--- src/rtl/config_frame_writer_if.sv ---
// Configuration word input and column frame-select output bundle.
// The loader/bench side uses master; the frame writer uses slave.
interface config_frame_writer_if #(
    parameter int MaxFramesPerCol  = 20,
    parameter int FrameSelectWidth = 5,
    parameter int FrameBitsPerRow  = 32
);
    logic [31:0]                 WriteData;
    logic                        WriteStrobe;
    logic [FrameBitsPerRow-1:0]  FrameData;
    logic [MaxFramesPerCol-1:0]  FrameStrobe_O;
    logic [FrameSelectWidth-1:0] FrameSelect;
    logic                        FrameStrobe;
    logic                        ConfigBusy;
    logic                        ConfigError;

    modport master (
        output WriteData, WriteStrobe,
        input  FrameData, FrameStrobe_O, FrameSelect, FrameStrobe, ConfigBusy, ConfigError
    );

    modport slave (
        input  WriteData, WriteStrobe,
        output FrameData, FrameStrobe_O, FrameSelect, FrameStrobe, ConfigBusy, ConfigError
    );
endinterface

--- src/rtl/config_frame_writer.sv ---
// Decodes the configuration word stream (sync / address / data / desync) and
// drives the broadcast frame data, column select, row strobe and write pulse.
module config_frame_writer #(
    parameter int          MaxFramesPerCol  = 20,
    parameter int          FrameSelectWidth = 5,
    parameter int          FrameBitsPerRow  = 32,
    parameter logic [31:0] SyncWord         = 32'hFAB0_FAB1,
    parameter logic [31:0] DesyncWord       = 32'hFAB0_FAB0
) (
    input  logic                  clk_i,
    input  logic                  rst_ni,
    config_frame_writer_if.slave  cfg_if
);

    typedef enum logic [1:0] {
        S_IDLE = 2'd0,
        S_ADDR = 2'd1,
        S_DATA = 2'd2,
        S_SKIP = 2'd3
    } state_e;

    state_e                      state_q, state_d;
    logic [FrameBitsPerRow-1:0]  data_q, data_d;
    logic [FrameSelectWidth-1:0] sel_q, sel_d;
    logic [MaxFramesPerCol-1:0]  row_q, row_d;
    logic                        strobe_q, strobe_d;
    logic                        error_q, error_d;

    logic [31:0]                 word;
    logic                        addr_ok;

    function automatic logic [MaxFramesPerCol-1:0] row_onehot(input logic [7:0] idx);
        logic [MaxFramesPerCol-1:0] oh;
        oh = '0;
        for (int i = 0; i < MaxFramesPerCol; i++) begin
            oh[i] = (int'(idx) == i);
        end
        return oh;
    endfunction

    assign word    = cfg_if.WriteData;
    // Bits between the column field and the index are don't-care; only the top byte is policed.
    assign addr_ok = (word[31:24] == 8'h00) && (int'(word[7:0]) < MaxFramesPerCol);

    always_comb begin
        state_d  = state_q;
        data_d   = data_q;
        sel_d    = sel_q;
        row_d    = row_q;
        strobe_d = 1'b0;
        error_d  = error_q;

        if (cfg_if.WriteStrobe) begin
            unique case (state_q)
                S_IDLE: begin
                    if (word == SyncWord) begin
                        state_d = S_ADDR;
                        error_d = 1'b0;
                    end
                end
                S_ADDR: begin
                    if (word == DesyncWord) begin
                        state_d = S_IDLE;
                    end else if (word == SyncWord) begin
                        state_d = S_ADDR;
                    end else if (addr_ok) begin
                        sel_d   = word[16 +: FrameSelectWidth];
                        row_d   = row_onehot(word[7:0]);
                        state_d = S_DATA;
                    end else begin
                        error_d = 1'b1;
                        state_d = S_SKIP;
                    end
                end
                // Any value here is payload, including the sync/desync patterns.
                S_DATA: begin
                    data_d   = word[FrameBitsPerRow-1:0];
                    strobe_d = 1'b1;
                    state_d  = S_ADDR;
                end
                S_SKIP: begin
                    state_d = S_ADDR;
                end
                default: begin
                    state_d = S_IDLE;
                end
            endcase
        end
    end

    always_ff @(posedge clk_i) begin
        if (!rst_ni) begin
            state_q  <= S_IDLE;
            data_q   <= '0;
            sel_q    <= '0;
            row_q    <= '0;
            strobe_q <= 1'b0;
            error_q  <= 1'b0;
        end else begin
            state_q  <= state_d;
            data_q   <= data_d;
            sel_q    <= sel_d;
            row_q    <= row_d;
            strobe_q <= strobe_d;
            error_q  <= error_d;
        end
    end

    assign cfg_if.FrameData     = data_q;
    assign cfg_if.FrameSelect   = sel_q;
    assign cfg_if.FrameStrobe_O = row_q;
    assign cfg_if.FrameStrobe   = strobe_q;
    assign cfg_if.ConfigError   = error_q;
    assign cfg_if.ConfigBusy    = (state_q != S_IDLE);

endmodule
--- src/flat_wrapper.sv ---
// flat-port wrapper written by rule: the top's interface ports become plain ports
module config_frame_writer_flat 
#(
    parameter int          MaxFramesPerCol  = 20,
    parameter int          FrameSelectWidth = 5,
    parameter int          FrameBitsPerRow  = 32,
    parameter logic [31:0] SyncWord         = 32'hFAB0_FAB1,
    parameter logic [31:0] DesyncWord       = 32'hFAB0_FAB0
)
  (clk_i, rst_ni, cfg_if_WriteData, cfg_if_WriteStrobe, cfg_if_FrameData, cfg_if_FrameStrobe_O, cfg_if_FrameSelect, cfg_if_FrameStrobe, cfg_if_ConfigBusy, cfg_if_ConfigError);
  config_frame_writer_if #(.MaxFramesPerCol(MaxFramesPerCol), .FrameSelectWidth(FrameSelectWidth), .FrameBitsPerRow(FrameBitsPerRow)) cfg_if_i ();
  input  logic clk_i;
  input  logic rst_ni;
  input wire logic [$bits(cfg_if_i.WriteData)-1:0] cfg_if_WriteData;
  input wire logic [$bits(cfg_if_i.WriteStrobe)-1:0] cfg_if_WriteStrobe;
  output wire logic [$bits(cfg_if_i.FrameData)-1:0] cfg_if_FrameData;
  output wire logic [$bits(cfg_if_i.FrameStrobe_O)-1:0] cfg_if_FrameStrobe_O;
  output wire logic [$bits(cfg_if_i.FrameSelect)-1:0] cfg_if_FrameSelect;
  output wire logic [$bits(cfg_if_i.FrameStrobe)-1:0] cfg_if_FrameStrobe;
  output wire logic [$bits(cfg_if_i.ConfigBusy)-1:0] cfg_if_ConfigBusy;
  output wire logic [$bits(cfg_if_i.ConfigError)-1:0] cfg_if_ConfigError;
  assign cfg_if_i.WriteData = cfg_if_WriteData;
  assign cfg_if_i.WriteStrobe = cfg_if_WriteStrobe;
  assign cfg_if_FrameData = cfg_if_i.FrameData;
  assign cfg_if_FrameStrobe_O = cfg_if_i.FrameStrobe_O;
  assign cfg_if_FrameSelect = cfg_if_i.FrameSelect;
  assign cfg_if_FrameStrobe = cfg_if_i.FrameStrobe;
  assign cfg_if_ConfigBusy = cfg_if_i.ConfigBusy;
  assign cfg_if_ConfigError = cfg_if_i.ConfigError;
  config_frame_writer #(.MaxFramesPerCol(MaxFramesPerCol), .FrameSelectWidth(FrameSelectWidth), .FrameBitsPerRow(FrameBitsPerRow), .SyncWord(SyncWord), .DesyncWord(DesyncWord)) u_core (.clk_i(clk_i), .rst_ni(rst_ni), .cfg_if(cfg_if_i));
endmodule
--- config.mk ---
export PLATFORM = sky130hd
export DESIGN_NAME = config_frame_writer_flat
export DESIGN_NICKNAME = d
export VERILOG_FILES = /design/src/rtl/config_frame_writer_if.sv /design/src/rtl/config_frame_writer.sv /design/src/flat_wrapper.sv
export SDC_FILE = /design/constraint.sdc
export NUM_CORES = 1
export LEC_CHECK = 0
export ABC_AREA = 1
export CORE_ASPECT_RATIO = 0.7
export CORE_MARGIN = 3
export CORE_UTILIZATION = 25
export CTS_CLUSTER_SIZE = 16
export DETAILED_ROUTE_END_ITERATION = 6
export GPL_TIMING_DRIVEN = 1
export SKIP_LAST_GASP = 1
export SLEW_MARGIN = 10
export SYNTH_ARGS = -nofsm -noshare
export SYNTH_HDL_FRONTEND = slang
export SYNTH_SLANG_ARGS = --single-unit
--- constraint.sdc ---
create_clock -name clk_i -period 1.2 [get_ports clk_i]
set_input_delay 0.12 -clock clk_i [delete_from_list [all_inputs] [get_ports clk_i]]
set_output_delay 0.12 -clock clk_i [all_outputs]
set_load 0.02 [all_outputs]
==> flow_summary.ini <==
[status]
status = finished with violations
violations = negative setup slack

[routing]
drc = 0
drt_first_pass_iters = 4
viasPerCell = 4.351
drtIter0Drc = 111
vias = 3281
routed_wl_mm = 10.30
ant_nets = 0
wl_per_cell_microns = 13.66

[placement]
dp.final_hpwl_mm = 6.424
io_buffers = 94
post-place-cells = 696
gp_congestion = 0.8201

[global_route]
grt_pass1_vias = 3193
grt_pass1_wl_mm = 15.43
grtUsageTotal_pct = 15.50
grt-ovfl-total = 0
antenna_found_initial = 0
grt_max_degree = 27

[yosys]
synthXorXnorAreaFrac_pct = 0
yosysSeqAreaShare_pct = 43.88
netlist_area_sq_um = 2783
synth_mux_area_share_pct = 0
synth_fa_ha_area_share_pct = 0
avgSynthCellArea_sq_um = 6.689
syn_inst = 416
synth_warnings = 0
synth_seq_cells = 61
yosysUniqueCellTypes = 22
synth_compound_area_share_pct = 10.39
synthSimpleGateAreaFrac_pct = 35.30
synth_nets = 451
synth_top_family_by_area = simple AND/OR/NAND/NOR gates

[critical_path]
cp.arrival_ns = 1.60
ff2ff_setup_slack_ns = -0.15
cp_top_family = buffers and inverters
endpoint_kind = register
crit_type = register to register
slowest_stage = dfxtp_2
path_cells = buf_6, nor3_4, buf_6, buf_8, o21ai_2, a21oi_1
crit_required_ns = 1.45
startpoint_type = register
cp_max_fo = 6
timing.rr.start = u_core.state_q[0]
crit_path_frequent_cell = buf_6
crit_start = u_core.state_q[0]
cp.buffers_inverters = 3
slowest_delay_ns = 0.33

[timing]
slew_violations = 0
final.min_clock_period_ns = 1.346
final-hold-violation-count = 0
worstMarginPinSlew_ns = 0.3665
rsz0062_at_grt = yes
setup-violations-final = 55
fin_ws_ns = -0.1456
skew_ns = 0.007006
fmax_ghz = 0.7432
max_slew_margin_pct = 75.48
period_share_pct = 112.1

[finish]
nFillCells = 967
drive_gt1_share_pct = 44.39
area_delta_synth_final_pct = 97.21
finalNonFillerCells = 754
nets = 636
n_antenna_cell = 0

[power]
peakVddDrop_mv = 0.8764
p_per_area_nw_per_um2 = 922.8
leakagePower_nw = 2.686
power_w = 0.005064

[cts]
cts_inserted_buffers = 9
clock_latency_ns = 0.32
htree_levels = 3
cts.clk_slew.worst_paths_ns = 0.05
cts_root_buffer = clkbuf_16
clock-sinks = 61
cts_buffer_depth = 2
ctsHoldBuffers = 0
cts_tree = done

[floorplan]
die_w_microns = 132.1
die-area_sq_um = 12450
core_area_sq_um = 10590
die_y_microns = 94.27
io_pins = 95
rows = 31
initial_core_util_pct = 26.28

[hold_path]
min_from = cfg_if_WriteData[10]
hp-class = input port to register

[job]
maxCapViolCount = 0
-- final cells by class --
cell class                 instances  area, sq um  share of cell area (%)
timing repair buffer             186         1755                   31.99
multi-input combinational        289         1787                   32.56
inverter                          51        206.4                   3.762
clock buffer                       9        225.2                   4.104
tap                              148        185.2                   3.374
sequential                        61         1226                   22.34
clock inverter                     7        76.32                   1.391
timing repair inverter             3        26.28                  0.4788
-- sequential cells by signal, summed over array words and instances (netlist names) --
signal	cells
u_core.cfg_if.FrameData	32
u_core.cfg_if.ConfigError	1
u_core.cfg_if.FrameStrobe_O	20
u_core.cfg_if.FrameSelect	5
u_core.cfg_if.FrameStrobe	1
u_core.state_q	2
-- where the power goes --
part           internal (W)  total (W)      switching, W
combinational      0.000220   0.000452          0.000232
clock               0.00161    0.00259          0.000976
sequential          0.00202    0.00202  0.00000000000136
-- cells by family after synthesis --
kind of cell | count (synthesis)
AO/OA/AOI/OAI | 57
flip-flops | 61
AND/OR/NAND/NOR | 231
buffers and inverters | 67
-- path summary, 6_finish.rpt --
path	endpoint	cells after the start
setup / recovery	u_core.cfg_if.FrameData[8]	6
hold / removal	u_core.cfg_if.FrameData[10]	3
setup reg to reg	u_core.cfg_if.FrameData[8]	6
hold reg to reg	u_core.cfg_if.FrameSelect[1]	2
-- synthesized netlist by cell type, drive strengths merged --
| master | n | area, sq um |
|---|---|---|
| nor2 | 120 | 488.0 |
| nand2 | 97 | 379.1 |
| dfxtp | 61 | 1221 |
| inv | 51 | 191.4 |
| o21ai | 33 | 168.9 |
| a21oi | 24 | 120.1 |
| buf | 10 | 76.32 |
| nand3 | 7 | 35.03 |
| clkbuf | 6 | 22.52 |
| nor3 | 4 | 46.30 |
| nand4 | 3 | 33.78 |
-- cell usage in the layout, fill, tap and decap left out, types with 11 or more instances in the layout --
cell type        netlist  layout
inv_1                 43      31
clkbuf_16              0      11
clkbuf_2               0      14
inv_2                  8      18
o21ai_2                1      20
nand2_2                3      22
clkdlybuf4s15_1        0      15
a21oi_1               24      12
nor2_4                 4      18
buf_4                  1      62
nor2_1               113      79
nand2_1               93      65
dfxtp_1               61      59
buf_6                  4      13
dlygate4sd2_1          0      64
nor2_2                 3      24
-- metrics by stage --
step | setup WS [ns] | hold WS (ns) | cell area [sq um] | util, % | TNS [ns]
after global placement | -0.6203 | 0.4575 | 4267 | 40.29 | -28.67
after floorplan | -0.02403 | 0.2549 | 2783 | - | -0.5598
after global routing | -0.2104 | 0.05528 | 5488 | 51.83 | -8.477
final | -0.1456 | 0.04188 | 5488 | 51.83 | -4.765
after detailed placement | -0.6247 | 0.4699 | 4267 | 40.29 | -29.53
after CTS | -0.1592 | 0.1481 | 5104 | 48.20 | -3.993
-- worst reg2reg max path, stage by stage, from the launching register on --
cell and delay, ns:
dfxtp_2 0.33, buf_6 0.12, nor3_4 0.30, buf_6 0.20, buf_8 0.15, o21ai_2 0.06, a21oi_1 0.12
-- repair_timing --
action                                  in CTS  in global routing
pin swaps                                   16                 69
gates cloned                                11                  2
setup buffers                               23                 15
resized for setup                          197                156
endpoints found under the setup margin     121                 64
endpoints found under the hold margin        0                  0
-- layer usage --
| metal | global-route usage [%] | vias to the layer above | part of all wire (%) |
|---|---|---|---|
| met5 | 0 | - | 0 |
| met4 | 4.983 | 0 | 1.5 |
| met3 | 5.889 | 13 | 7.4 |
| met2 | 24.74 | 96 | 46 |
| met1 | 19.38 | 1512 | 45 |
| li1 | - | 1660 | - |
(Power assumes the default switching activity.)
